$ cat src/rtl/audio_pkg.sv
// Shared types and constants for the I2S playback path.
package audio_pkg;
  localparam int SYNC_STAGES = 2;
  localparam int SAMPLE_N = 16;

  typedef enum logic [1:0] {IDLE, LEFT, RIGHT} tx_state_t;

  typedef struct packed {
    logic signed [SAMPLE_N-1:0] left;
    logic signed [SAMPLE_N-1:0] right;
  } sample_pair_t;
endpackage

$ cat src/rtl/sample_fifo.sv
// Synchronous FIFO of stereo sample pairs with registered occupancy level.
module sample_fifo
  import audio_pkg::*;
#(
  parameter type pair_t = sample_pair_t,
  parameter int  DEPTH  = 4
) (
  input  logic                    clk,
  input  logic                    rst,
  input  logic                    push,
  input  logic                    pop,
  input  pair_t                   din,
  output pair_t                   dout,
  output logic                    full,
  output logic                    empty,
  output logic [$clog2(DEPTH):0]  level
);
  localparam int AW = $clog2(DEPTH);
  localparam logic [AW:0] FULL_LVL = (AW+1)'(DEPTH);

  pair_t          mem [DEPTH];
  logic [AW-1:0]  wr_ptr;
  logic [AW-1:0]  rd_ptr;
  logic           do_push;
  logic           do_pop;

  assign full    = (level == FULL_LVL);
  assign empty   = (level == '0);
  assign do_push = push && !full;
  assign do_pop  = pop && !empty;
  assign dout    = mem[rd_ptr];

  always_ff @(posedge clk) begin
    if (rst) begin
      wr_ptr <= '0;
      rd_ptr <= '0;
      level  <= '0;
    end else begin
      if (do_push) wr_ptr <= wr_ptr + 1'b1;
      if (do_pop)  rd_ptr <= rd_ptr + 1'b1;
      case ({do_push, do_pop})
        2'b10:   level <= level + 1'b1;
        2'b01:   level <= level - 1'b1;
        default: ;
      endcase
    end
  end

  // Storage needs no reset: the pointers alone define what is valid.
  always_ff @(posedge clk) begin
    if (do_push) mem[wr_ptr] <= din;
  end
endmodule

$ cat src/rtl/i2s_dac_tx.sv
// Left-justified stereo transmitter to the WM8731 DAC, slaved to codec BCLK/DACLRCK.
// Optional I2S_DAC_TX_UNDERRUN_CNT_EN adds a saturating 16-bit underrun_count output.
module i2s_dac_tx
  import audio_pkg::*;
#(
  parameter int N                = 16,
  parameter int FIFO_DEPTH       = 4,
  parameter int ZERO_ON_UNDERRUN = 1
) (
  input  logic                         clk,
  input  logic                         rst,
  input  logic                         s_valid,
  output logic                         s_ready,
  input  logic signed [N-1:0]          s_left,
  input  logic signed [N-1:0]          s_right,
  input  logic                         bclk,
  input  logic                         daclrck,
  output logic                         dacdat,
  output logic                         frame_start,
  output logic                         underrun,
  output logic [$clog2(FIFO_DEPTH):0]  fifo_level
`ifdef I2S_DAC_TX_UNDERRUN_CNT_EN
  ,
  output logic [15:0]                  underrun_count
`endif
);
  typedef struct packed {
    logic signed [N-1:0] left;
    logic signed [N-1:0] right;
  } pair_t;

  localparam logic [5:0] WORD_BITS = 6'(N);

  pair_t                fifo_din;
  pair_t                fifo_dout;
  pair_t                hold;
  logic                 fifo_full;
  logic                 fifo_empty;
  logic                 pop;
  tx_state_t            state;
  logic [N-1:0]         shreg;
  logic [N-1:0]         shifted;
  logic [N-1:0]         left_word;
  logic [5:0]           bitcnt;
  logic [SYNC_STAGES:0] bclk_sync;
  logic [SYNC_STAGES:0] lrck_sync;
  logic                 lrck_rise;
  logic                 lrck_fall;
  logic                 bclk_fall;

  // Sync stages 0..SYNC_STAGES-1, then one history flop for edge detection
  always_ff @(posedge clk) begin
    bclk_sync <= {bclk_sync[SYNC_STAGES-1:0], bclk};
    lrck_sync <= {lrck_sync[SYNC_STAGES-1:0], daclrck};
  end

  assign lrck_rise = lrck_sync[SYNC_STAGES-1] && !lrck_sync[SYNC_STAGES];
  assign lrck_fall = !lrck_sync[SYNC_STAGES-1] && lrck_sync[SYNC_STAGES];
  assign bclk_fall = !bclk_sync[SYNC_STAGES-1] && bclk_sync[SYNC_STAGES];

  assign pop         = lrck_rise && !fifo_empty;
  assign frame_start = lrck_rise && !rst;
  assign underrun    = lrck_rise && fifo_empty && !rst;
  assign s_ready     = !fifo_full;
  assign fifo_din    = {s_left, s_right};
  assign shifted     = shreg << 1;

  sample_fifo #(
    .pair_t (pair_t),
    .DEPTH  (FIFO_DEPTH)
  ) u_fifo (
    .clk   (clk),
    .rst   (rst),
    .push  (s_valid),
    .pop   (pop),
    .din   (fifo_din),
    .dout  (fifo_dout),
    .full  (fifo_full),
    .empty (fifo_empty),
    .level (fifo_level)
  );

  always_comb begin
    left_word = hold.left;
    if (!fifo_empty)                left_word = fifo_dout.left;
    else if (ZERO_ON_UNDERRUN != 0) left_word = '0;
  end

  // LRCK edges take priority over a coincident BCLK fall so the MSB is never skipped.
  always_ff @(posedge clk) begin
    if (rst) begin
      state  <= IDLE;
      dacdat <= 1'b0;
      hold   <= '0;
      shreg  <= '0;
      bitcnt <= '0;
    end else if (lrck_rise) begin
      state <= LEFT;
      if (!fifo_empty)                hold <= fifo_dout;
      else if (ZERO_ON_UNDERRUN != 0) hold <= '0;
      shreg  <= left_word;
      dacdat <= left_word[N-1];
      bitcnt <= WORD_BITS;
    end else if (lrck_fall && state == LEFT) begin
      state  <= RIGHT;
      shreg  <= hold.right;
      dacdat <= hold.right[N-1];
      bitcnt <= WORD_BITS;
    end else if (bclk_fall && state != IDLE) begin
      if (bitcnt > 6'd1) begin
        shreg  <= shifted;
        dacdat <= shifted[N-1];
        bitcnt <= bitcnt - 1'b1;
      end else begin
        dacdat <= 1'b0;
        bitcnt <= '0;
      end
    end
  end

`ifdef I2S_DAC_TX_UNDERRUN_CNT_EN
  always_ff @(posedge clk) begin
    if (rst) begin
      underrun_count <= '0;
    end else if (underrun && underrun_count != 16'hFFFF) begin
      underrun_count <= underrun_count + 1'b1;
    end
  end
`endif
endmodule

$ cat config.mk
export PLATFORM = sky130hd
export DESIGN_NAME = i2s_dac_tx
export DESIGN_NICKNAME = d
export VERILOG_FILES = /design/src/rtl/audio_pkg.sv /design/src/rtl/sample_fifo.sv /design/src/rtl/i2s_dac_tx.sv
export SDC_FILE = /design/constraint.sdc
export NUM_CORES = 1
export LEC_CHECK = 0
export ABC_AREA = 0
export CAP_MARGIN = 40
export CELL_PAD_IN_SITES_DETAIL_PLACEMENT = 0
export CELL_PAD_IN_SITES_GLOBAL_PLACEMENT = 2
export CORE_ASPECT_RATIO = 0.8
export CORE_UTILIZATION = 46
export CTS_BUF_LIST = sky130_fd_sc_hd__clkbuf_4
export DETAILED_ROUTE_END_ITERATION = 10
export PLACE_DENSITY = 0.79
export RECOVER_POWER = 50
export SYNTH_ARGS = -nofsm -noshare
export SYNTH_HDL_FRONTEND = slang
export SYNTH_SLANG_ARGS = --single-unit
export TNS_END_PERCENT = 50
$ cat constraint.sdc
create_clock -name clk -period 2.6 [get_ports clk]
set_input_delay 0.26 -clock clk [delete_from_list [all_inputs] [get_ports clk]]
set_output_delay 0.26 -clock clk [all_outputs]
set_load 0.1 [all_outputs]
# == After elaboration in Yosys (flattened, before gate mapping) ==
# Memory sizes are Yosys's and may differ from the RTL's. A register that Yosys moved wholly into a read port is not among the register bits.
# Cells that the tools add are included.
# word_totals
memories,1
ram_bits,128
output_inout_bits,7
in_bits,37
word_cells,70
register_bits,53
# memory_table
memory,words,width,read_ports,rd_ports_with_merged_regs,wr,line_no,rtl
u_fifo.mem,4,32,1,1,1,sample_fifo.sv:21,pair_t mem [DEPTH];
# op_classes
muxes,21
order_cmp,1
n_reduce_logical,26
add_sub_neg,5
n_eq_ne,4
# op_table
cell,n
$mux 15,4
$mux 16,2
$mux 5,3
$logic_and 1x1->1,11
$mux 1,8
$gt 6x1->1 const B,1
$logic_not 1->1,6
$mux 6,1
$pmux 3 s2,1
$reduce_bool 2->1,3
$reduce_bool 3->1,2
$sub 6x1->6 const B,1
$add 2x1->2 const B,2
$eq 2x1->1 const B,2
$mux 2,2
$add 3x1->3 const B,1
$eq 3x3->1 const B,1
$logic_not 3->1,1
$reduce_or 3->1,1
$sub 3x1->3 const B,1
$eq 2x2->1 const B,1
$reduce_and 2->1,1
$reduce_or 2->1,1

# == Depth between registers and ports, before layout ==
# Gate-level depths: netlist (run 1).
# depth
ltp_word,6
mapped_depth,10
ltp_nobuf,9

# == By module ==
# Synthesis (run 1) repeated with hierarchy kept, for this count alone.
# unflattened
hier_cells,478
hier_area_um2,7330.8
# modules_own_cells
mod,instances,seq_area_each_um2,cells_per_inst,area_per_inst_um2
sample_fifo,1,4023.9,221,5146.2
i2s_dac_tx,1,920.9,257,2184.6

# == Worst setup path after synthesis (run 1) ==
# OpenSTA, ideal clock, no wires.
# synth_timing
path_type,register to output
start,register u_fifo.level[0]
end,output port underrun
n_path_buf,0
t_required_ns,2.340
path_stages_with_launch,3
arrival_time_ns,3.228
setup_slack_ns,-0.888
cell_sequence,dfxtp_1 -> or3_4 -> nor3_1
# synth_via
elab_chain_cells,3
# synth_rtl
item,line_no,rtl
from (decl),sample_fifo.sv:16,output logic [$clog2(DEPTH):0] level
from (signal assigned),sample_fifo.sv:42,2'b10: level <= level + 1'b1;
from (signal assigned),sample_fifo.sv:43,2'b01: level <= level - 1'b1;
$logic_not 3->1,sample_fifo.sv:28,assign empty = (level == '0);
$logic_and 1x1->1 (2 in a row),i2s_dac_tx.sv:63,assign underrun = lrck_rise && fifo_empty && !rst;
to (decl),i2s_dac_tx.sv:20,"output logic underrun,"
# No other way between the ends.

# == Worst setup path after layout (run 1) ==
# layout_timing
start,register u_fifo.level[2]
end,register u_fifo.level[2]
# layout_via
elab_chain_cells,6
elab_cells_between_ends,13
cone_classes,add/sub (2); eq/ne (3); mux (1); reduce/logical (7)
# layout_rtl
item,line_no,rtl
$logic_not 3->1,sample_fifo.sv:28,
$logic_not 1->1,"sample_fifo.sv:30, i2s_dac_tx.sv:61",
$logic_and 1x1->1,i2s_dac_tx.sv:61,assign pop = lrck_rise && !fifo_empty;
$logic_and 1x1->1,sample_fifo.sv:30,assign do_pop = pop && !empty;
$eq 2x1->1 or $eq 2x2->1 (tied branches),sample_fifo.sv:41,"case ({do_push, do_pop})"
$pmux 3 s2 or $reduce_bool 2->1 (tied branches),n/a,
# Several ways; a longest one is shown, not always the timed one.
# A chain may end at the register's enable or synchronous reset.

==> Implementation_results.wiki, run 1 <==
{| class="wikitable"
! Metric !! Value
|-
| Share of synthesized area occupied by flip-flops and latches || 0.682
|-
| Violation count after the first detailed-route iteration || 201
|-
| TritonCTS clock tree || yes
|-
| Die boundary width || 142 um
|-
| Least-Margin Pin Slew || 1.16 ns
|-
| Overall global routing resource usage || 0.179
|-
| FP Rows || 40
|-
| Clock tree sinks || 183
|-
| Routed via count divided by cell count || 5.32
|-
| Min-delay src || bclk
|-
| Period utilisation layout || 0.885
|-
| Initial Util || 0.476
|-
| Number of H-tree levels || 4
|-
| Top flip-flop cell by instance count after synthesis || sky130_fd_sc_hd__edfxtp_1
|-
| Initial antenna violation count || 0
|-
| Master cell of the clock root buffer || sky130_fd_sc_hd__clkbuf_4
|-
| Power Density || 707 nW/um^2
|-
| Number of distinct library cell variants in the gate-level netlist after synthesis || 47
|-
| Netlist area before placement || 7250 um^2
|-
| Worst reg-to-reg setup slack || 0.30 ns
|-
| Worst r2r path cells || 9
|-
| Number of violations of the max-capacitance limit || 0
|-
| Routed wire per std cell || 18.6 um
|-
| Core area || 15200 um^2
|-
| Global-route wire length before repair || 21100 um
|-
| Routability cong. || 0.778
|-
| Beginning of the worst register-to-register path || u_fifo.level[2]$_SDFFE_PP0P_
|-
| Number of synthesized flops with an enable pin || 128
|-
| Largest buffer count on any clock path || 2
|-
| Final setup viols || 0
|-
| Area of all placed cells without fillers || 8100 um^2
|-
| Reg clk slew, reported paths || 0.14 ns
|-
| Later-pin clock latency in the skew report || 0.57 ns
|-
| CP endpoint kind || register
|-
| Worst ir drop on vdd || 374 uV
|-
| Overall die height || 114 um
|-
| Post-cts gate resize count || 0
|-
| Commonest cells in the synthesized netlist || sky130_fd_sc_hd__edfxtp_1 (128), sky130_fd_sc_hd__dfxtp_1 (55), sky130_fd_sc_hd__nor2_1 (34)
|-
| Setup repair after global routing missed its margin || false
|-
| Drc violations || 0
|-
| Startpoint types || register
|-
| Wire length reported by the detailed router || 13000 um
|-
| Hold crit path type || input pin to register
|-
| Peak clock frequency supported by timing || 434 MHz
|-
| Hold violation total from the final report || 0
|-
| Fin Setup TNS || 0 ns
|-
| Number of warning messages in the yosys log || 0
|-
| Number of iterations in the first detailed-routing pass || 4
|-
| Total clock buffers created by CTS || 17
|-
| Hold Path Sink || bclk_sync[0]$_DFF_P_
|-
| Post-route antenna net violation count || 0
|-
| Tightest hold margin || 0.230 ns
|-
| Critical-path maximum fanout || 6
|-
| Critical setup path kind || register to register
|-
| Arrival time reported for the critical path endpoint || 2.81 ns
|-
| Total leakage power || 2.59 nW
|-
| Largest cells by area after synthesis || sky130_fd_sc_hd__edfxtp_1 (53%), sky130_fd_sc_hd__dfxtp_1 (15%), sky130_fd_sc_hd__mux4_2 (9.9%)
|-
| Area share of the largest cell type after synthesis || 0.530
|-
| Cell taking the most area after synthesis || sky130_fd_sc_hd__edfxtp_1
|-
| Final worst path period need || 2.30 ns
|-
| Input/output buffers || 43
|-
| Data required time at the worst endpoint || 3.11 ns
|-
| Area delta synth->final || 11.8%
|-
| Area enclosed by the die boundary || 16300 um^2
|-
| Pin count of the biggest net entering global routing || 41
|-
| Number of top-level pins || 44
|-
| Overflow left after global routing || 0
|-
| Final number of max-transition violations || 0
|-
| Count of mapped cells out of synthesis || 425
|-
| Number of fill cells in the layout || 1286
|-
| Number of synthesized register bits || 183
|-
| Pre-CTS setup slack || 0.387 ns
|-
| Status || completed
|-
| Mean instance size in the synthesized netlist || 17.0 um^2
|-
| Via count of the first global-routing pass || 3850
|-
| Total vias in the final route || 3707
|-
| Max Clock Skew || 0.0178 ns
|-
| Crit path setup slack, layout || 0.298 ns
|-
| HPWL after detailed placement || 7720 um
|-
| Syn_nets || 470
|-
| Async SR Flop Fraction || 0
|-
| Most used standard cell by instance count after synthesis || sky130_fd_sc_hd__edfxtp_1
|-
| Antenna Diode Count || 0
|-
| Share of layout cells above drive strength 1 || 0.248
|-
| Number of nets in the layout || 519
|-
| Tightest slew margin relative to the limit || 0.228
|-
| DP Area || 7870 um^2
|-
| # Post-CTS Setup Buffers || 0
|-
| Post-layout util || 0.532
|-
| Critical R2R Capture || u_fifo.level[2]$_SDFFE_PP0P_
|-
| Worst hold stages || 1
|}
layout make-up:
| type | count | area (um^2) | share of cell area |
|---|---|---|---|
| Timing Repair Buffer | 56 | 510 | 0.0630 |
| Clock inverter | 14 | 119 | 0.0147 |
| Multi-Input combinational cell | 208 | 2090 | 0.258 |
| Inverter | 8 | 30.0 | 0.00371 |
| Tap cell | 210 | 263 | 0.0324 |
| Sequential cell | 183 | 4950 | 0.611 |
| Clock buffer | 18 | 135 | 0.0167 |
worst max path at each step:
stage	endpoint	start	slack, ns
2_1_floorplan	u_fifo.level[2]$_SDFFE_PP0P_	u_fifo.level[2]$_SDFFE_PP0P_	0.03
6_report	u_fifo.level[2]$_SDFFE_PP0P_	u_fifo.level[2]$_SDFFE_PP0P_	0.30
3_5_place_dp	u_fifo.level[2]$_SDFFE_PP0P_	s_valid	0.39
5_1_grt	u_fifo.level[2]$_SDFFE_PP0P_	u_fifo.level[2]$_SDFFE_PP0P_	0.13
4_1_cts	u_fifo.level[2]$_SDFFE_PP0P_	u_fifo.level[2]$_SDFFE_PP0P_	0.35
3_3_place_gp	u_fifo.level[2]$_SDFFE_PP0P_	s_valid	0.42
logic make-up (layout without fill, tap and decap cells):
group           after synthesis  after routing  synth area share
xor+xnor                      9              9            0.0109
mux                          46             46             0.121
buf+inv                      34             96            0.0290
simple gates                 85             85            0.0634
flops                       183            183             0.682
compound gates               60             60            0.0782
fa+ha+maj                     8              8            0.0149
routing by layer:
metal	GRT usage	part of all wire	vias up
li1	-	-	1761
met1	0.240	0.47	1883
met2	0.284	0.49	51
met3	0.0514	0.032	12
met4	0.0559	0.013	0
met5	0	0	-
registers in the layout (all words and copies together), names as in the netlist, 3 cells and up, named ones only:
name	flops
u_fifo.mem	128
hold	16
shreg	15
bitcnt	6
bclk_sync	3
lrck_sync	3
u_fifo.level	3
through the flow:
stage	instances	power (mW)
2_1_floorplan	425	4.16
3_3_place_gp	664	4.40
3_5_place_dp	664	4.42
4_1_cts	697	5.84
5_1_grt	697	6.01
6_report	697	5.72
cell usage in the layout, fill, tap and decap left out, drive strengths merged, types with 2 or more instances in the layout:
master	instances
o21ai	3
nand4b	2
nand2b	4
or2	2
nand3b	2
ha	7
and2	3
or3	4
dlygate4sd3	35
mux2	14
clkbuf	25
a21oi	4
inv	15
clkinv	5
a211oi	18
and3	4
a22oi	30
nor2	34
xnor2	3
edfxtp	128
xor2	6
clkinvlp	2
and2b	2
nand2	5
dfxtp	55
nor3	19
mux4	32
buf	13
worst max-delay path, stage by stage (launching register included):
cell and delay [ns]:
sky130_fd_sc_hd__dfxtp_1 0.40, sky130_fd_sc_hd__or3b_1 0.44, sky130_fd_sc_hd__and2_4 0.18, sky130_fd_sc_hd__inv_1 0.07, sky130_fd_sc_hd__ha_2 0.18, sky130_fd_sc_hd__inv_1 0.05
sky130_fd_sc_hd__fa_2 0.33, sky130_fd_sc_hd__xor2_1 0.15, sky130_fd_sc_hd__or3_1 0.30, sky130_fd_sc_hd__a21oi_1 0.14
report_power, final:
group          switching (mW)  internal [mW]  leakage (nW)  total, mW
Clock                    1.01          0.419         0.140       1.43
Combinational           0.527          0.362         0.824      0.889
Sequential             0.0748           3.33          1.63       3.41
Total                    1.61           4.11          2.59       5.72
repair_timing:
item	CTS	global route
hold buffers	1	0
hold endpoints to repair	5	0
setup endpoints to repair	0	0
(Power assumes the default switching activity.)
==> run 2: changes to the inputs <==
Settings changed: HOLD_SLACK_MARGIN set to 0.15.
==> Implementation_results.wiki, run 2 (synthesis results as in run 1) <==
{| class="wikitable"
! Metric !! Value
|-
| Critical R2R Capture || u_fifo.level[2]$_SDFFE_PP0P_
|-
| Wire length reported by the detailed router || 13000 um (about the same)
|-
| Power Density || 706 nW/um^2 (-0.18%)
|-
| HPWL after detailed placement || 7720 um (unchanged)
|-
| Post-route antenna net violation count || 0 (unchanged)
|-
| Hold violation total from the final report || 0 (unchanged)
|-
| Largest registers || u_fifo.mem x128, hold x16, shreg x15
|-
| Global-route wire length before repair || 21100 um (unchanged)
|-
| Tightest slew margin relative to the limit || 0.228 (unchanged)
|-
| Overflow left after global routing || 0 (unchanged)
|-
| Status || completed
|-
| Routability cong. || 0.778 (unchanged)
|-
| # Post-CTS Setup Buffers || 0 (unchanged)
|-
| CTS Hold Bufs || 3 (+2)
|-
| Clock tree sinks || 183 (unchanged)
|-
| Share of layout cells above drive strength 1 || 0.247 (-0.00102)
|-
| Number of nets in the layout || 521 (+0.39%)
|-
| Worst setup path end || u_fifo.level[2]$_SDFFE_PP0P_
|-
| Total clock buffers created by CTS || 17 (unchanged)
|-
| Post-cts gate resize count || 0 (unchanged)
|-
| Inst Count DP || 664 (unchanged)
|-
| Period utilisation layout || 0.885 (about the same)
|-
| Number of iterations in the first detailed-routing pass || 4 (unchanged)
|-
| Later-pin clock latency in the skew report || 0.57 ns (about the same)
|-
| Register with the most flip-flops || u_fifo.mem
|-
| Arrival time reported for the critical path endpoint || 2.81 ns (about the same)
|-
| Routed wire per std cell || 18.6 um (-0.26%)
|-
| CP endpoint kind || register
|-
| Largest buffer count on any clock path || 2 (unchanged)
|-
| Setup repair after global routing missed its margin || false
|-
| TritonCTS clock tree || yes
|-
| Pre-CTS setup slack || 0.387 ns (unchanged)
|-
| Fin Setup TNS || 0 ns (unchanged)
|-
| Number of fill cells in the layout || 1288 (+0.16%)
|-
| Hold crit path type || register to register
|-
| Final worst path period need || 2.30 ns (-0.00000200 ns)
|-
| Worst ir drop on vdd || 374 uV (about the same)
|-
| Least-Margin Pin Slew || 1.16 ns (unchanged)
|-
| Critical-path maximum fanout || 6 (unchanged)
|-
| Number of flip-flops in the largest register || 128 (unchanged)
|-
| Combinational power share || 0.156 (about the same)
|-
| Violation count after the first detailed-route iteration || 190 (-5.5%)
|-
| Area enclosed by the die boundary || 16300 um^2 (unchanged)
|-
| Number of H-tree levels || 4 (unchanged)
|-
| Power share of the sequential group || 0.595 (about the same)
|-
| Pin count of the biggest net entering global routing || 41 (unchanged)
|-
| Data required time at the worst endpoint || 3.11 ns (about the same)
|-
| Routed via count divided by cell count || 5.28 (-0.77%)
|-
| Area delta synth->final || 12.0%
|-
| Internal Dissipation || 4.11 mW (about the same)
|-
| Antenna Diode Count || 0 (unchanged)
|-
| Peak clock frequency supported by timing || 434 MHz (unchanged)
|-
| Fraction of power consumed by the clock network || 0.250 (about the same)
|-
| Total leakage power || 2.60 nW (+0.32%)
|-
| Die boundary width || 142 um (unchanged)
|-
| Critical setup path kind || register to register
|-
| Initial Util || 0.476 (unchanged)
|-
| Overall die height || 114 um (unchanged)
|-
| Switching part of the total || 0.282 (about the same)
|-
| Master cell of the clock root buffer || sky130_fd_sc_hd__clkbuf_4
|-
| Total vias in the final route || 3689 (-0.49%)
|-
| Drc violations || 0 (unchanged)
|-
| Final number of max-transition violations || 0 (unchanged)
|-
| Final setup viols || 0 (unchanged)
|-
| Crit path setup slack, layout || 0.298 ns (+0.00000200 ns)
|-
| FP Rows || 40 (unchanged)
|-
| Reg clk slew, reported paths || 0.14 ns (about the same)
|-
| Startpoint types || register
|-
| Net switching component of the power || 1.61 mW (+0.10%)
|-
| Worst reg-to-reg setup slack || 0.30 ns (about the same)
|-
| Beginning of the worst register-to-register path || u_fifo.level[2]$_SDFFE_PP0P_
|-
| Highest-count cells in the layout ignoring fill and taps || sky130_fd_sc_hd__edfxtp_1 (128), sky130_fd_sc_hd__dfxtp_1 (52), sky130_fd_sc_hd__dlygate4sd3_1 (37)
|-
| Post-layout util || 0.534 (+0.00132)
|-
| Initial antenna violation count || 0 (unchanged)
|-
| Via count of the first global-routing pass || 3856 (+0.16%)
|-
| Worst r2r path cells || 9 (unchanged)
|-
| Number of top-level pins || 44 (unchanged)
|-
| Number of violations of the max-capacitance limit || 0 (unchanged)
|-
| Input/output buffers || 43 (unchanged)
|-
| Non-filler instance count after layout || 699 (+0.29%)
|-
| Most common library cell in the layout ignoring fill and taps || sky130_fd_sc_hd__edfxtp_1
|-
| Max Clock Skew || 0.0180 ns (+0.000240 ns)
|-
| Overall global routing resource usage || 0.179 (unchanged)
|-
| CP Launch Point || u_fifo.level[2]$_SDFFE_PP0P_
|-
| Core area || 15200 um^2 (unchanged)
|}
run 2: stage by stage:
| step | instance area [um^2] | hold slack [ns] | power (mW) |
|---|---|---|---|
| final | 8120 | 0.350 | 5.73 |
| after global routing | 8120 | 0.325 | 6.01 |
| after CTS | 8160 | 0.252 | 5.84 |
| after detailed placement | 7870 | 0.316 | 4.42 |
| after global placement | 7870 | 0.320 | 4.40 |
| after floorplan | 7270 | 0.288 | 4.16 |
run 2: how the worst min path moves through the flow:
stage | startpoint | end | slack, ns | depth (start not counted)
floorplan | bclk | bclk_sync[0]$_DFF_P_ | 0.29 | 0
global placement | bclk_sync[0]$_DFF_P_ | bclk_sync[1]$_DFF_P_ | 0.32 | 0
detailed placement | bclk_sync[0]$_DFF_P_ | bclk_sync[1]$_DFF_P_ | 0.32 | 0
CTS | s_right[0] | u_fifo.mem[0][0]$_DFFE_PP_ | 0.25 | 1
global route | s_right[14] | u_fifo.mem[0][14]$_DFFE_PP_ | 0.32 | 1
finish | bclk_sync[0]$_DFF_P_ | bclk_sync[1]$_DFF_P_ | 0.35 | 0
run 2: power groups by stage:
| stage | sequential, mW | clock (mW) | combinational, mW |
|---|---|---|---|
| 2_1_floorplan | 3.54 | 0 | 0.626 |
| 3_3_place_gp | 3.46 | 0 | 0.936 |
| 5_1_grt | 3.43 | 1.61 | 0.980 |
| 3_5_place_dp | 3.47 | 0 | 0.943 |
| 4_1_cts | 3.41 | 1.48 | 0.950 |
| 6_report | 3.41 | 1.43 | 0.892 |
run 2: layer usage:
| metal | track usage | wire length [um] |
|---|---|---|
| met5 | 0 | 0 |
| met2 | 0.284 | 6290 |
| met3 | 0.0514 | 390 |
| met4 | 0.0559 | 170 |
| met1 | 0.240 | 6130 |
run 2: critical path, stage by stage (launching register included):
cell and delay [ns]:
sky130_fd_sc_hd__dfxtp_1 0.40, sky130_fd_sc_hd__or3b_1 0.44, sky130_fd_sc_hd__and2_4 0.18, sky130_fd_sc_hd__inv_1 0.07, sky130_fd_sc_hd__ha_2 0.18, sky130_fd_sc_hd__inv_1 0.05
sky130_fd_sc_hd__fa_2 0.33, sky130_fd_sc_hd__xor2_1 0.15, sky130_fd_sc_hd__or3_1 0.30, sky130_fd_sc_hd__a21oi_1 0.14
run 2: area by class of cell:
cell class              count  area, um^2  area share
inverters                   8        30.0     0.00370
well taps                 210         263      0.0324
clock buffers              18         135      0.0166
flip-flops and latches    183        4950       0.610
clock inverters            14         119      0.0146
multi-input cells         208        2090       0.258
repair buffers             58         531      0.0654
